==> src/rtl/serial_add_sched.sv <==
// serial_add_sched
//   Digit-serial adder shared between two requesters. One 2-bit adder slice
//   processes one digit per cycle. A registered carry links the digits.
//   A round-robin priority bit picks between the requesters when both are
//   valid.
//
// Ports
//   clk, rst                       rising-edge clock, synchronous active-high reset
//   req0_valid/ready/a/b           requester 0 operand handshake
//   req1_valid/ready/a/b           requester 1 operand handshake
//   res_valid/ready                result handshake
//   res_sum, res_carry, res_id     (a+b) mod 2^WIDTH, bit WIDTH of a+b, issuing requester
//   busy                           high whenever the scheduler is not idle
module serial_add_sched #(
  parameter int WIDTH = 16
) (
  input  logic             clk,
  input  logic             rst,
  input  logic             req0_valid,
  output logic             req0_ready,
  input  logic [WIDTH-1:0] req0_a,
  input  logic [WIDTH-1:0] req0_b,
  input  logic             req1_valid,
  output logic             req1_ready,
  input  logic [WIDTH-1:0] req1_a,
  input  logic [WIDTH-1:0] req1_b,
  output logic             res_valid,
  input  logic             res_ready,
  output logic [WIDTH-1:0] res_sum,
  output logic             res_carry,
  output logic             res_id,
  output logic             busy
);

  localparam int DIGITS = WIDTH / 2;
  localparam int KW     = (DIGITS > 1) ? $clog2(DIGITS) : 1;
  localparam logic [KW-1:0] K_LAST = KW'(DIGITS - 1);

  typedef enum logic [1:0] {
    IDLE = 2'd0,
    RUN  = 2'd1,
    DONE = 2'd2
  } state_t;

  // The shared slice: {carry_out, sum[1:0]} of a 2-bit add with carry-in.
  function automatic logic [2:0] adder_2bit(input logic [1:0] x,
                                            input logic [1:0] y,
                                            input logic       cin);
    adder_2bit = {1'b0, x} + {1'b0, y} + {2'b00, cin};
  endfunction

  state_t           state_r;
  logic             prio_r;
  logic             id_r;
  logic             carry_r;
  logic [KW-1:0]    k_r;
  logic [WIDTH-1:0] a_r;
  logic [WIDTH-1:0] b_r;
  logic [WIDTH-1:0] sum_r;

  logic             gnt_s;
  logic             gnt_id_s;
  int               idx_s;
  logic [2:0]       slice_s;
  logic [WIDTH-1:0] sum_next_s;

  // Grant selection and combinational ready; nothing is granted during reset.
  always_comb begin
    gnt_s    = 1'b0;
    gnt_id_s = 1'b0;
    if (req0_valid && req1_valid) begin
      gnt_id_s = prio_r;
    end else if (req1_valid) begin
      gnt_id_s = 1'b1;
    end else begin
      gnt_id_s = 1'b0;
    end
    if (!rst && (state_r == IDLE) && (req0_valid || req1_valid)) begin
      gnt_s = 1'b1;
    end else begin
      gnt_s = 1'b0;
    end
    req0_ready = gnt_s && !gnt_id_s;
    req1_ready = gnt_s && gnt_id_s;
  end

  // Current digit through the slice; sum_next_s is the partial sum with this digit merged.
  always_comb begin
    idx_s      = 2 * int'(k_r);
    slice_s    = adder_2bit(a_r[idx_s +: 2], b_r[idx_s +: 2], carry_r);
    sum_next_s = sum_r;
    sum_next_s[idx_s +: 2] = slice_s[1:0];
  end

  // Scheduler FSM with registered result and status outputs.
  always_ff @(posedge clk) begin
    if (rst) begin
      state_r   <= IDLE;
      prio_r    <= 1'b0;
      id_r      <= 1'b0;
      carry_r   <= 1'b0;
      k_r       <= '0;
      a_r       <= '0;
      b_r       <= '0;
      sum_r     <= '0;
      res_valid <= 1'b0;
      res_sum   <= '0;
      res_carry <= 1'b0;
      res_id    <= 1'b0;
      busy      <= 1'b0;
    end else begin
      case (state_r)
        IDLE: begin
          if (gnt_s) begin
            a_r     <= gnt_id_s ? req1_a : req0_a;
            b_r     <= gnt_id_s ? req1_b : req0_b;
            id_r    <= gnt_id_s;
            prio_r  <= !gnt_id_s;
            carry_r <= 1'b0;
            k_r     <= '0;
            sum_r   <= '0;
            state_r <= RUN;
            busy    <= 1'b1;
          end else begin
            busy    <= 1'b0;
          end
        end
        RUN: begin
          sum_r   <= sum_next_s;
          carry_r <= slice_s[2];
          if (k_r == K_LAST) begin
            // Outputs are only loaded here, so they stay put through backpressure.
            res_sum   <= sum_next_s;
            res_carry <= slice_s[2];
            res_id    <= id_r;
            res_valid <= 1'b1;
            state_r   <= DONE;
          end else begin
            k_r <= k_r + KW'(1);
          end
        end
        DONE: begin
          if (res_ready) begin
            res_valid <= 1'b0;
            busy      <= 1'b0;
            state_r   <= IDLE;
          end else begin
            res_valid <= 1'b1;
          end
        end
        default: begin
          state_r   <= IDLE;
          res_valid <= 1'b0;
          busy      <= 1'b0;
        end
      endcase
    end
  end

endmodule
==> config.mk <==
export PLATFORM = sky130hd
export DESIGN_NAME = serial_add_sched
export DESIGN_NICKNAME = d
export VERILOG_FILES = /design/src/rtl/serial_add_sched.sv
export SDC_FILE = /design/constraint.sdc
export NUM_CORES = 1
export LEC_CHECK = 0
export ABC_AREA = 1
export CAP_MARGIN = 10
export CORE_MARGIN = 2
export CORE_UTILIZATION = 40
export CTS_BUF_LIST = sky130_fd_sc_hd__clkbuf_16
export DETAILED_ROUTE_END_ITERATION = 16
export HOLD_SLACK_MARGIN = 0.05
export PLACE_DENSITY = 0.67
export SYNTH_ARGS = -nofsm -noshare
export SYNTH_HDL_FRONTEND = slang
export SYNTH_SLANG_ARGS = --single-unit
==> constraint.sdc <==
create_clock -name clk -period 3.25 [get_ports clk]
set_input_delay 0.65 -clock clk [delete_from_list [all_inputs] [get_ports clk]]
set_output_delay 0.65 -clock clk [all_outputs]
set_load 0.05 [all_outputs]
==> results of run 1 <==
[cell families (layout without fill, tap and decap cells)]
group,Yosys count,in the layout
compound gates,117,117
fa+ha+maj,10,10
flops,76,76
buf+inv,71,153
simple gates,272,272
[layer usage]
metal / GRT usage / share of wire / vias to the layer above
met5: 0 / 0 / -
met4: 0.0707 / 0.021 / 0
met3: 0.0368 / 0.046 / 20
met2: 0.331 / 0.47 / 100
met1: 0.259 / 0.46 / 1720
li1: - / - / 1937
[through the flow]
stage / setup slack, ns / utilization / cells
2_1_floorplan: 0.705 / - / 546
3_3_place_gp: 0.414 / 0.509 / 723
3_5_place_dp: 0.333 / 0.509 / 723
4_1_cts: 0.296 / 0.544 / 739
5_1_grt: 0.128 / 0.544 / 739
6_report: 0.415 / 0.544 / 739
[flip-flops by register name, indices dropped and copies added, names as in the netlist]
| signal | count |
|---|---|
| state_r | 2 |
| k_r | 3 |
| busy | 1 |
| res_valid | 1 |
| prio_r | 1 |
| res_id | 1 |
| sum_r | 16 |
| res_carry | 1 |
| res_sum | 16 |
| carry_r | 1 |
| b_r | 16 |
| a_r | 16 |
| id_r | 1 |
[where the power goes]
part,switching (mW),internal [mW]
clock,0.388,0.669
combinational,0.359,0.215
sequential,0.0347,0.989
total,0.781,1.87
[worst max-delay path: stages (launching register included)]
cell and delay, ns:
dfxtp_1 0.42, inv_2 0.20, nor2_1 0.14, o21ai_0 0.09, a21oi_1 0.14, a31oi_1 0.08, fa_1 0.40, inv_1 0.07
fa_1 0.45, nor3_2 0.36, nand3_1 0.11, nand2_1 0.10, nand2_1 0.06, a21oi_1 0.14
[path summary, 6_finish.rpt]
| kind | from | endpoint | slack (ns) | depth (start not counted) |
|---|---|---|---|---|
| setup / recovery | k_r[0]$_SDFFE_PP0P_ | sum_r[15]$_SDFFE_PP0P_ | 0.42 | 13 |
| hold / removal | sum_r[12]$_SDFFE_PP0P_ | sum_r[12]$_SDFFE_PP0P_ | 0.46 | 2 |
| setup reg to reg | k_r[0]$_SDFFE_PP0P_ | sum_r[15]$_SDFFE_PP0P_ | 0.42 | 13 |
| hold reg to reg | sum_r[12]$_SDFFE_PP0P_ | sum_r[12]$_SDFFE_PP0P_ | 0.46 | 2 |
[final cells by class]
class / instances / area, um2 / area share
clock buffer: 9 / 225 / 0.0450
clock inverter: 7 / 91.3 / 0.0183
inverter: 41 / 154 / 0.0308
multi-input combinational: 399 / 1910 / 0.382
sequential: 76 / 1520 / 0.304
tap: 111 / 139 / 0.0277
timing repair buffer: 96 / 961 / 0.192
[layout by cell type, fill, tap and decap left out, types with 2 or more instances in the layout]
cell type	n
nand3_1	20
inv_2	6
dfxtp_1	76
clkdlybuf4s50_1	87
a31oi_1	34
a21oi_1	28
nor2_8	2
o221ai_1	2
nor3_1	3
o22ai_1	4
clkbuf_16	9
buf_4	6
nand4_1	3
nand2_1	180
ha_1	8
o21ai_0	43
fa_1	2
inv_1	34
clkinv_2	3
o21bai_1	4
nor2_1	60
buf_12	2
bufinv_16	2
[what timing repair did]
item	4_1_cts	5_1_grt
resized for setup	0	1
hold buffers	0	0
hold endpoints to repair	0	0
endpoints found under the setup margin	0	2
==> flow_summary.ini, run 1 <==
[timing]
hold_viol = 0
worst_pin_slew_ns = 0.709
fin_setup_tns_ns = 0
slew_headroom = 0.527
finalClockSkew_ns = 0.00516
setup_viol_count_final = 0
fin_hold_ws_ns = 0.463
rsz0062_at_grt = no
fmax_ghz = 0.353
report.final.slew_viol_count = 0
finalCritPeriodShare = 0.872
finalCriticalPeriod_ns = 2.83

[routing]
via_per_inst = 5.11
antenna_left = 0
drt-total-wl_mm = 9.55
first_iter_violations = 158
drc = 0
via_count = 3777
firstDrtPassIters = 5
wl_per_cell_um = 12.9

[die]
die_w_um = 101
start_util = 0.409
coreArea_um2 = 9200
io_pins = 91
dieArea_um2 = 10200
die-height_um = 101
rows = 35

[yosys]
synth_edf_count = 0
ys.flop_type = dfxtp_1
synth_top_area_frac = 0.405
ys_ff_latch = 76
synth_xor_area_frac = 0
yosysWarnings = 0
synth_cell_types = 28
postSynthCellCount = 546
synth.area.top_cells = dfxtp_1, nand2_1, nor2_1
synth.area.mux_share = 0
synth_top_family_by_area = simple AND/OR/NAND/NOR gates
yosys.area_share.adder = 0.0373
syn-num-nets = 625
synth_common_cells = nand2_1, dfxtp_1, nor2_1
yosys.area_share.simple = 0.293
yosysSeqAreaShare = 0.405
synth_compound_area_frac = 0.177
async_reset_ff_frac = 0
synth.most_common_cell = nand2_1
synth_area_leader_cell = dfxtp_1
syn_avg_cell_area_um2 = 6.89
synth_area_um2 = 3760

[layout]
nFillCells = 882
drive_gt1_frac = 0.0589
nets = 702
design_area_um2 = 5000
diodes = 0
area_growth_pct = 33.1

[placement]
routabilityCongestion = 0.890
dp_hpwl_mm = 6.89
io_buffers = 90
placed_cell_area_um2 = 4680

[setup_path]
arrival_ns = 3.09
crit_path_start_kind = register
worstPathRequired_ns = 3.51
cp-end-kind = register
cp_max_fo = 25
crit_type = reg2reg

[grt]
first_global_vias = 3677
grt_usage = 0.199
antenna_found_initial = 0
grt_max_degree = 71
gr-total-overflow = 0
grt_pass1_wl_mm = 16.6

[cts]
cts_root_buffer = clkbuf_16
clockBufferDepth = 2
path_clk_slew_ns = 0.06
cts_buffers = 9
cts.sinks = 76
htreeDepth = 3
cts_setup_buffers = 0
clkLatencyLatePin_ns = 0.33
tritoncts = done

[pwr]
cellLeakagePower_nw = 1.98
finalPower_mw = 2.65
power_density_nw_per_um2 = 530
peakVddDrop_mv = 0.285

[run]
cap_violations = 0

[worst_hold_path]
hp-class = reg2reg

[run_status]
status = completed
(Power assumes the default switching activity.)
==> inputs of run 2 (changes only) <==
--- a/config.mk
+++ b/config.mk
@@ -10,9 +10,11 @@
 export CORE_MARGIN = 2
 export CORE_UTILIZATION = 40
 export CTS_BUF_LIST = sky130_fd_sc_hd__clkbuf_16
+export CTS_CLUSTER_DIAMETER = 50
 export DETAILED_ROUTE_END_ITERATION = 16
 export HOLD_SLACK_MARGIN = 0.05
 export PLACE_DENSITY = 0.67
+export SKIP_LAST_GASP = 1
 export SYNTH_ARGS = -nofsm -noshare
 export SYNTH_HDL_FRONTEND = slang
 export SYNTH_SLANG_ARGS = --single-unit
==> results of run 2 <==
The final DEF is identical to that of run 1; final timing and power are the same.
==> inputs of run 3 (changes only) <==
--- a/config.mk
+++ b/config.mk
@@ -7,13 +7,15 @@
 export LEC_CHECK = 0
 export ABC_AREA = 1
 export CAP_MARGIN = 10
+export CELL_PAD_IN_SITES_DETAIL_PLACEMENT = 0
+export CELL_PAD_IN_SITES_GLOBAL_PLACEMENT = 2
 export CORE_MARGIN = 2
-export CORE_UTILIZATION = 40
+export CORE_UTILIZATION = 27
 export CTS_BUF_LIST = sky130_fd_sc_hd__clkbuf_16
 export CTS_CLUSTER_DIAMETER = 50
 export DETAILED_ROUTE_END_ITERATION = 16
 export HOLD_SLACK_MARGIN = 0.05
-export PLACE_DENSITY = 0.67
+export PLACE_DENSITY_LB_ADDON = 0.1
 export SKIP_LAST_GASP = 1
 export SYNTH_ARGS = -nofsm -noshare
 export SYNTH_HDL_FRONTEND = slang
==> run 3 against run 2 <==
  * Critical path depth increased by 1
  * First-iteration DRC count up 22%
  * Fmax fell by 3.0%
  * Count of clock-buffer cells in the layout unchanged
  * Total power down 6.2%
  * Clock power decreased by 18%
  * Non-clock buffer count up 2
  * Critical path type unchanged
  * Critical endpoint is now sum_r[13]$_SDFFE_PP0P_
  * Highest routed layer unchanged
==> flow_summary.ini, run 3 (synthesis gave the netlist of run 1 again) <==
[worst_hold_path]
holdPathStages = 2
hp-class = reg2reg

[routing]
met1Wirelength_mm = 5.11
met2WireLength_mm = 5.32
via_per_inst = 4.59
drt-total-wl_mm = 11.1
antenna_left = 0
wl_per_cell_um = 13.7
drc = 0
top_layer_used = met4
first_iter_violations = 192
wl_met3_um = 424
via_count = 3714
firstDrtPassIters = 4

[setup_path]
cp-end-kind = register
arrival_ns = 3.19
crit_type = reg2reg
reg2regPathDepth = 14
cp_max_fo = 25
worstPathRequired_ns = 3.51
crit_path_start_kind = register

[grt]
grt_usage = 0.159
first_global_vias = 3667
gr-total-overflow = 0
grt_pass1_wl_mm = 18.3
antenna_found_initial = 0
grt_max_degree = 71

[cts]
cts_root_buffer = clkbuf_16
htreeDepth = 3
cts.sinks = 76
cts_setup_buffers = 0
cts_buffers = 9
path_clk_slew_ns = 0.06
clockBufferDepth = 2
tritoncts = done
clkLatencyLatePin_ns = 0.34

[run_status]
status = completed

[timing]
fmax_ghz = 0.342
worst_pin_slew_ns = 0.781
rsz0062_at_grt = no
finalClockSkew_ns = 0.00630
hold_viol = 0
finalCriticalPeriod_ns = 2.92
slew_headroom = 0.479
report.final.slew_viol_count = 0
setup_viol_count_final = 0
setup_ws_ns = 0.328
finalCritPeriodShare = 0.899
fin_setup_tns_ns = 0

[placement]
dp_hpwl_mm = 7.96
routabilityCongestion = 0.786
preCtsSetupSlack_ns = 0.164
io_buffers = 90

[layout]
fin_util = 0.367
diodes = 0
layout_common_cells = nand2_1, clkdlybuf4s50_1, dfxtp_1
nFillCells = 1507
nets = 704
drive_gt1_frac = 0.0508
area_growth_pct = 34.0
final_common_cell = nand2_1

[pwr]
cellLeakagePower_nw = 1.97
power_density_nw_per_um2 = 494
peakVddDrop_mv = 0.266
finalPower_mw = 2.49

[die]
dieArea_um2 = 14900
rows = 43
die_w_um = 122
start_util = 0.274
io_pins = 91
coreArea_um2 = 13700
die-height_um = 122

[run]
cap_violations = 0
-- run 3: changes by cell type in the layout (fill, tap and decap cells not counted) --
cell	delta
clkinv_1	+5
clkinv_2	-3
clkinv_4	-1
buf_4	+2
inv_1	+2
clkinvlp_4	-1
bufinv_16	-2
-- run 3: stage by stage --
stage,hold WS [ns],cell area (um2),instances
after floorplan,0.429,3760,546
final,0.461,5040,810
after global routing,0.477,5040,810
after CTS,0.464,5040,810
after detailed placement,0.455,4780,794
after global placement,0.448,4780,794
-- run 3: per-layer routing --
metal  GRT usage  vias up
met2       0.274       83
met4      0.0697        0
met1       0.193     1675
li1            -     1941
met3      0.0286       15
met5           0        -
-- run 3: repair_timing --
action                                 4_1_cts  5_1_grt
resized for setup                            0        1
endpoints found under the hold margin        0        0
setup endpoints to repair                    0        7
hold buffers                                 0        0
-- run 3: power by group --
group | total [mW] | switching, mW | internal, mW
Clock | 0.870 | 0.372 | 0.498
Sequential | 1.02 | 0.0351 | 0.989
Combinational | 0.594 | 0.376 | 0.218
-- run 3: worst max-delay path, stage by stage (launching register included) --
cell	delay [ns]
dfxtp_1	0.33
buf_4	0.18
inv_2	0.18
nor2_1	0.12
o21ai_0	0.09
a21oi_1	0.18
a31oi_1	0.08
fa_1	0.40
inv_1	0.08
fa_1	0.45
nor3_1	0.33
inv_1	0.10
nand3_1	0.12
nand3_1	0.09
a21oi_1	0.12
-- run 3: area by class of cell --
type	count	area, um2	share of cell area
Timing Repair Buffer	98	976	0.194
Sequential cell	76	1520	0.302
Clock buffer	9	225	0.0447
Tap cell	180	225	0.0447
Clock inverter	7	26.3	0.00521
Multi-Input combinational cell	399	1910	0.379
Inverter	41	154	0.0305
-- run 3: path summary, 6_finish.rpt --
path	start	end	slack, ns
worst max-delay path	k_r[0]$_SDFFE_PP0P_	sum_r[13]$_SDFFE_PP0P_	0.33
worst min register to register	sum_r[5]$_SDFFE_PP0P_	sum_r[5]$_SDFFE_PP0P_	0.46
worst max register to register	k_r[0]$_SDFFE_PP0P_	sum_r[13]$_SDFFE_PP0P_	0.33
worst min-delay path	sum_r[5]$_SDFFE_PP0P_	sum_r[5]$_SDFFE_PP0P_	0.46
